[config.mk]
export PLATFORM = sky130hd
export DESIGN_NAME = microcode_sequencer
export DESIGN_NICKNAME = d
export VERILOG_FILES = /design/src/rtl/microcode_sequencer_pkg.sv /design/src/rtl/microcode_sequencer_next_addr.sv /design/src/rtl/microcode_sequencer.sv
export SDC_FILE = /design/constraint.sdc
export NUM_CORES = 1
export LEC_CHECK = 0
export BUFFER_PORTS_ARGS = -buffer_cell sky130_fd_sc_hd__buf_2
export CAP_MARGIN = 10
export CORE_AREA = 2 2 106 108
export CTS_BUF_LIST = sky130_fd_sc_hd__clkbuf_4
export DETAILED_ROUTE_END_ITERATION = 6
export DIE_AREA = 0 0 108 110
export GPL_TIMING_DRIVEN = 0
export PLACE_DENSITY = 0.72
export SLEW_MARGIN = 40
export SYNTH_ARGS = -nofsm -noshare
export SYNTH_HDL_FRONTEND = slang
export SYNTH_SLANG_ARGS = --single-unit
[constraint.sdc]
create_clock -name clk -period 8.1 [get_ports clk]
set_input_delay 1.62 -clock clk [delete_from_list [all_inputs] [get_ports clk]]
set_output_delay 1.62 -clock clk [all_outputs]
set_load 0.01 [all_outputs]
[src/rtl/microcode_sequencer_pkg.sv]
// Shared types and control-word field positions for the micro-program sequencer.
// The cond_sel width depends on COND_N, so the escape bit position is derived in the top.
package pa_useq;

    typedef enum logic [1:0] {
        STEP   = 2'd0,
        BRANCH = 2'd1,
        FETCH  = 2'd2,
        TRAP   = 2'd3
    } typ_e;

    typedef enum logic [1:0] {
        S_PRIME = 2'd0,
        S_RUN   = 2'd1,
        S_STALL = 2'd2,
        S_HALT  = 2'd3
    } seq_state_e;

    localparam int TYP_LSB      = 0;
    localparam int OFF_LSB      = 2;
    localparam int COND_INV_POS = 9;
    localparam int COND_SEL_LSB = 11;

endpackage

[src/rtl/microcode_sequencer_next_addr.sv]
// Combinational next-uPC selection from the decoded sequencing fields of the current word.
// Also flags whether a FETCH word takes the interrupt or enters halt.
module useq_next_addr
    import pa_useq::*;
#(
    parameter int UADDR_W   = 14,
    parameter int OFF_W     = 7,
    parameter int COND_N    = 16,
    parameter int IR_W      = 8,
    parameter int OP_SLOT_W = 6,
    parameter int RESET_VEC = 0,
    parameter int IRQ_VEC   = 16,
    localparam int SEL_W    = (COND_N > 1) ? $clog2(COND_N) : 1
) (
    input  typ_e               typ,
    input  logic [OFF_W-1:0]   u_offset,
    input  logic               cond_invert,
    input  logic [SEL_W-1:0]   cond_sel,
    input  logic               escape,
    input  logic [UADDR_W-1:0] upc,
    input  logic [IR_W-1:0]    ir,
    input  logic [COND_N-1:0]  cond_in,
    input  logic               irq_req,
    input  logic               irq_en,
    input  logic               halt_req,
    output logic [UADDR_W-1:0] next_upc,
    output logic               take_irq,
    output logic               enter_halt
);

    logic [UADDR_W-1:0] off_ext;
    logic [UADDR_W-1:0] disp;
    logic               cond_hit;

    // Width casts do the sign extension of the offset and the truncation of the dispatch address.
    assign off_ext  = UADDR_W'($signed(u_offset));
    assign disp     = UADDR_W'({escape, ir, {OP_SLOT_W{1'b0}}});
    assign cond_hit = cond_in[cond_sel] ^ cond_invert;

    always_comb begin
        next_upc   = upc + UADDR_W'(1);
        take_irq   = 1'b0;
        enter_halt = 1'b0;
        unique case (typ)
            STEP: begin
                if (u_offset != '0) begin
                    next_upc = upc + off_ext;
                end
            end
            BRANCH: begin
                if (cond_hit) begin
                    next_upc = upc + off_ext;
                end
            end
            FETCH: begin
                // Interrupt beats halt, halt beats dispatch; a halting word keeps the uPC frozen.
                if (irq_req && irq_en) begin
                    next_upc = UADDR_W'(IRQ_VEC);
                    take_irq = 1'b1;
                end else if (halt_req) begin
                    next_upc   = upc;
                    enter_halt = 1'b1;
                end else begin
                    next_upc = disp;
                end
            end
            TRAP: begin
                next_upc = UADDR_W'(RESET_VEC);
            end
        endcase
    end

endmodule

[src/rtl/microcode_sequencer.sv]
// Micro-program sequencer: owns the uPC, addresses the synchronous microcode ROM and
// forwards executable control words, with stall, halt and interrupt entry handling.
module microcode_sequencer
    import pa_useq::*;
#(
    parameter int CW_BYTES  = 14,
    parameter int UADDR_W   = 14,
    parameter int OFF_W     = 7,
    parameter int COND_N    = 16,
    parameter int IR_W      = 8,
    parameter int OP_SLOT_W = 6,
    parameter int RESET_VEC = 0,
    parameter int IRQ_VEC   = 16
) (
    input  logic                  clk,
    input  logic                  rst_n,
    output logic [UADDR_W-1:0]    rom_addr,
    input  logic [8*CW_BYTES-1:0] rom_data,
    output logic [8*CW_BYTES-1:0] cw_out,
    output logic                  cw_valid,
    input  logic [IR_W-1:0]       ir,
    input  logic [COND_N-1:0]     cond_in,
    input  logic                  stall,
    input  logic                  halt_req,
    input  logic                  irq_req,
    input  logic                  irq_en,
    output logic                  irq_taken,
    output logic [1:0]            seq_state
);

    localparam int SEL_W   = (COND_N > 1) ? $clog2(COND_N) : 1;
    localparam int ESC_POS = COND_SEL_LSB + SEL_W;

    seq_state_e         state;
    logic [UADDR_W-1:0] upc;
    logic [UADDR_W-1:0] next_upc;
    logic               take_irq;
    logic               enter_halt;

    useq_next_addr #(
        .UADDR_W   (UADDR_W),
        .OFF_W     (OFF_W),
        .COND_N    (COND_N),
        .IR_W      (IR_W),
        .OP_SLOT_W (OP_SLOT_W),
        .RESET_VEC (RESET_VEC),
        .IRQ_VEC   (IRQ_VEC)
    ) u_next_addr (
        .typ         (typ_e'(rom_data[TYP_LSB +: 2])),
        .u_offset    (rom_data[OFF_LSB +: OFF_W]),
        .cond_invert (rom_data[COND_INV_POS]),
        .cond_sel    (rom_data[COND_SEL_LSB +: SEL_W]),
        .escape      (rom_data[ESC_POS]),
        .upc         (upc),
        .ir          (ir),
        .cond_in     (cond_in),
        .irq_req     (irq_req),
        .irq_en      (irq_en),
        .halt_req    (halt_req),
        .next_upc    (next_upc),
        .take_irq    (take_irq),
        .enter_halt  (enter_halt)
    );

    // The ROM is addressed with the uPC it will hold next, so its data lines up with the uPC.
    always_comb begin
        rom_addr = upc;
        case (state)
            S_RUN:   rom_addr = stall ? upc : next_upc;
            S_HALT:  rom_addr = UADDR_W'(IRQ_VEC);
            default: rom_addr = upc;
        endcase
    end

    assign cw_valid  = (state == S_RUN) && !stall;
    assign cw_out    = cw_valid ? rom_data : '0;
    assign seq_state = state;

    always_ff @(posedge clk or negedge rst_n) begin
        if (!rst_n) begin
            state     <= S_PRIME;
            upc       <= UADDR_W'(RESET_VEC);
            irq_taken <= 1'b0;
        end else begin
            irq_taken <= 1'b0;
            unique case (state)
                S_PRIME: begin
                    state <= S_RUN;
                end
                S_RUN: begin
                    if (stall) begin
                        state <= S_STALL;
                    end else begin
                        upc <= next_upc;
                        if (take_irq) begin
                            irq_taken <= 1'b1;
                        end
                        if (enter_halt) begin
                            state <= S_HALT;
                        end
                    end
                end
                S_STALL: begin
                    if (!stall) begin
                        state <= S_RUN;
                    end
                end
                S_HALT: begin
                    // Waking passes through S_PRIME so the ROM has a cycle to fetch the entry word.
                    if (irq_req && irq_en) begin
                        state     <= S_PRIME;
                        upc       <= UADDR_W'(IRQ_VEC);
                        irq_taken <= 1'b1;
                    end
                end
            endcase
        end
    end

endmodule

==> reports/results.md <==
- **routed len/inst** 17.15 um
- **combinational share of power** 0.790
- **adder and majority cell fraction of the synthesized area** 0.05998
- **category of the critical setup timing path** input port to primary output
- **nets** 877
- **VDD IR max** 0.09537 mV
- **drc violations** 0
- **boundary pin count** 272
- **Max H-tree Level** 1
- **final total power** 0.001093 W
- **Die Wd** 108 um
- **Final Max Slew Viols** 0
- **Finished Cell Area** 4813 um^2
- **area growth from synthesis to layout** 47.90%
- **number of detailed-routing iterations run before antenna repair** 4
- **Worst Hold Class** register to register
- **cell count after synthesis** 445
- **setup repair after global routing missed its margin** false
- **setup slack of the critical path after layout** 2.231 ns
- **synthesized-area fraction occupied by and/or/nand/nor cells** 0.3937
- **placed cell count** 855
- **clock transition time at the flip-flop clock pins of the worst setup and hold paths** 0.11 ns
- **Num CTS Buffers** 3
- **sequential group share of total power** 0.163
- **max-cap violation count** 0
- **Core Rows** 38
- **number of routed nets with antenna violations** 0
- **routability-driven placement congestion ratio** 0.9630
- **DR iter-0 viols** 277
- **core box area** 10700 um^2
- **data required time of the worst path** 6.48 ns
- **category of the worst setup path capture point** primary output
- **clock tree from TritonCTS** yes
- **syn_nets** 602
- **Cell Count, Final, Fillers Out** 861
- **clock insertion delay at the later pin of the skew report** 0.32 ns
- **area of the mapped netlist** 3254 um^2
- **first-pass GRT wire length** 21620 um
- **share of cells above drive strength 1** 0.4145
- **number of vias in the routed layout** 4384
- **number of distinct library cells after synthesis** 62
- **average cell area after synthesis** 7.313 um^2
- **post-cts hold buffer count** 0
- **async set-or-reset flop fraction in the synthesized netlist** 1.000
- **die area** 11880 um^2
- **final setup skew** 0.01195 ns
- **fraction of power spent switching nets** 0.5321
- **final critical-path share of the clock period** 0.7246
- **maximum number of pins on one net before global-route repair** 18
- **GRT Resource Usage Total** 0.2336
- **share of the synthesized area in compound gates (AO/OA/AOI/OAI)** 0.2403
- **post-cts sizing count** 0
- **combinational family with the most area after synthesis** simple AND/OR/NAND/NOR gates
- **post-synthesis sequential area ratio** 0.1307
- **final critical delay including setup and external delays** 5.869 ns
- **initial antenna violation count** 1
- **worst slew margin relative to its limit** 0.5034
- **grt total ovfl** 0
- **leakage power summed over all cells** 2.825 nW
- **Post-synth EDFFs** 0
- **maximum frequency from static timing analysis** 170.4 MHz
- **XOR/XNOR share of the synthesized area** 0.04844
- **internal power of the cells** 0.0005113 W
- **Final Hold Violating Endpoints** 0
- **status** finished, final reports clean
- **Yosys reg bits** 17
- **drt total wl** 14770 um
- **die boundary height** 110 um
- **power density over cell area** 227.0 nW/um^2
- **Post-Place Worst Slack** 2.232 ns
- **number of global-route vias before repair** 4020
- **# port buffers** 270
- **primary flip-flop cell chosen by synthesis mapping** sky130_fd_sc_hd__dfrtp_1
- **number of warnings reported in the yosys synthesis log** 0
- **WP data arrival** 4.25 ns
- **via-per-instance ratio** 5.092
- **net load switching power** 0.0005815 W
- **total setup violations reported at the end of the flow** 0
- **cell chosen for the clock root** sky130_fd_sc_hd__clkbuf_4
- **area after detailed placement** 4781 um^2
- **proportion of power drawn by the clock network** 0.047
- **post-CTS setup repair buffer count** 0
- **worst-margin pin slew** 0.7392 ns
- **placed wire-length estimate after detailed placement** 12450 um
- **Worst setup SP type** input port
- **biggest fanout along the worst timing path** 10
- **Setup TNS Final** 0 ns
- **multiplexer share of the synthesized area** 0.07190
- **maximum buffer depth of the clock tree** 2
- **Clock Sink Count** 17
- **effective utilization at floorplan** 0.3042
-- power by group through the flow --
stage / Combinational, W / Clock, W / Sequential (W)
2_1_floorplan: 0.000569 / 0 / 0.000163
3_3_place_gp: 0.000851 / 0 / 0.000177
3_5_place_dp: 0.000857 / 0 / 0.000179
4_1_cts: 0.000863 / 0.0000518 / 0.000177
5_1_grt: 0.000955 / 0.0000577 / 0.000185
6_report: 0.000864 / 0.0000510 / 0.000178
-- per-stage QoR --
stage / hold slack, ns / util
2_1_floorplan: 0.5429 / -
3_3_place_gp: 0.5751 / 0.4469
3_5_place_dp: 0.5960 / 0.4469
4_1_cts: 0.6225 / 0.4495
5_1_grt: 0.6682 / 0.4497
6_report: 0.6160 / 0.4499
-- logic make-up after synthesis --
group | count (synthesis)
simple gates | 223
compound gates | 109
buf+inv | 43
mux | 20
xor+xnor | 18
flops | 17
fa+ha+maj | 15
-- layer usage --
| layer | GRT usage | part of all wire | routed length [um] | up-vias |
|---|---|---|---|---|
| met3 | 0.03645 | 0.065 | 959 | 14 |
| met5 | 0 | 0 | 0 | - |
| met2 | 0.4030 | 0.49 | 7287 | 165 |
| met1 | 0.3129 | 0.43 | 6360 | 2060 |
| li1 | - | - | - | 2145 |
| met4 | 0.03938 | 0.011 | 159 | 0 |
-- layout make-up --
class                      count  area, um^2
tap                          140       175.2
sequential                    17       425.4
buffer                        26       115.1
multi-input combinational    385        2650
inverter                      17       63.81
fill                        1151        5884
antenna                        2       5.005
clock inverter                 1       5.005
clock buffer                   3       22.52
timing repair buffer         270        1351
-- cells in the final DEF, fill, tap and decap left out, drive strengths merged, types with 10 or more instances in the layout --
| master | Yosys | final |
|---|---|---|
| buf | 4 | 274 |
| and2 | 112 | 112 |
| nand2 | 26 | 26 |
| nand3 | 25 | 25 |
| clkbuf | 22 | 25 |
| nor2 | 22 | 22 |
| o21ai | 21 | 21 |
| a21oi | 19 | 19 |
| dfrtp | 17 | 17 |
| inv | 16 | 16 |
| a21o | 15 | 15 |
| mux2i | 14 | 14 |
| ha | 14 | 14 |
| xnor2 | 10 | 10 |
| nor3 | 10 | 10 |
-- worst max-delay path, cell delays in order --
cell and delay (ns):
sky130_fd_sc_hd__buf_2 0.13, sky130_fd_sc_hd__or3b_2 0.45, sky130_fd_sc_hd__clkbuf_1 0.27, sky130_fd_sc_hd__inv_1 0.13, sky130_fd_sc_hd__clkbuf_1 0.41, sky130_fd_sc_hd__clkbuf_1 0.48
sky130_fd_sc_hd__clkbuf_1 0.36, sky130_fd_sc_hd__and2_1 0.24, sky130_fd_sc_hd__buf_2 0.15
-- state kept, by name, indices dropped and copies added, names as in the netlist --
register and flops:
irq_taken 1, seq_state 2, upc 14
-- cells in the mapped netlist, types with 4 or more instances --
library cell,number,area (um^2)
sky130_fd_sc_hd__and2_1,112,700.7
sky130_fd_sc_hd__nand2_1,26,97.59
sky130_fd_sc_hd__nand3_1,23,115.1
sky130_fd_sc_hd__clkbuf_1,22,82.58
sky130_fd_sc_hd__nor2_1,22,82.58
sky130_fd_sc_hd__o21ai_0,21,105.1
sky130_fd_sc_hd__a21oi_1,19,95.09
sky130_fd_sc_hd__dfrtp_1,17,425.4
sky130_fd_sc_hd__inv_1,16,60.06
sky130_fd_sc_hd__a21o_1,15,112.6
sky130_fd_sc_hd__ha_1,14,175.2
sky130_fd_sc_hd__mux2i_1,14,140.1
sky130_fd_sc_hd__xnor2_1,10,87.58
sky130_fd_sc_hd__nor3_1,9,45.04
sky130_fd_sc_hd__a211o_1,8,70.07
sky130_fd_sc_hd__xor2_1,8,70.07
sky130_fd_sc_hd__a221oi_1,5,43.79
sky130_fd_sc_hd__o211ai_1,5,37.54
sky130_fd_sc_hd__or3_1,5,31.28
sky130_fd_sc_hd__mux2_2,4,45.04
sky130_fd_sc_hd__o21a_1,4,30.03
-- final timing paths --
path | cells after the start | end | slack [ns] | startpoint
worst min-delay path | 1 | upc[0] | 0.62 | upc[0]
worst max register to register | 10 | upc[6] | 5.15 | upc[0]
min in group asynchronous | 1 | upc[7] | 1.21 | rst_n
max in group asynchronous | 1 | upc[3] | 6.57 | rst_n
worst max-delay path | 9 | cw_out[27] | 2.23 | stall
worst min register to register | 1 | upc[0] | 0.62 | upc[0]
Power figures use the tool's default switching activity.
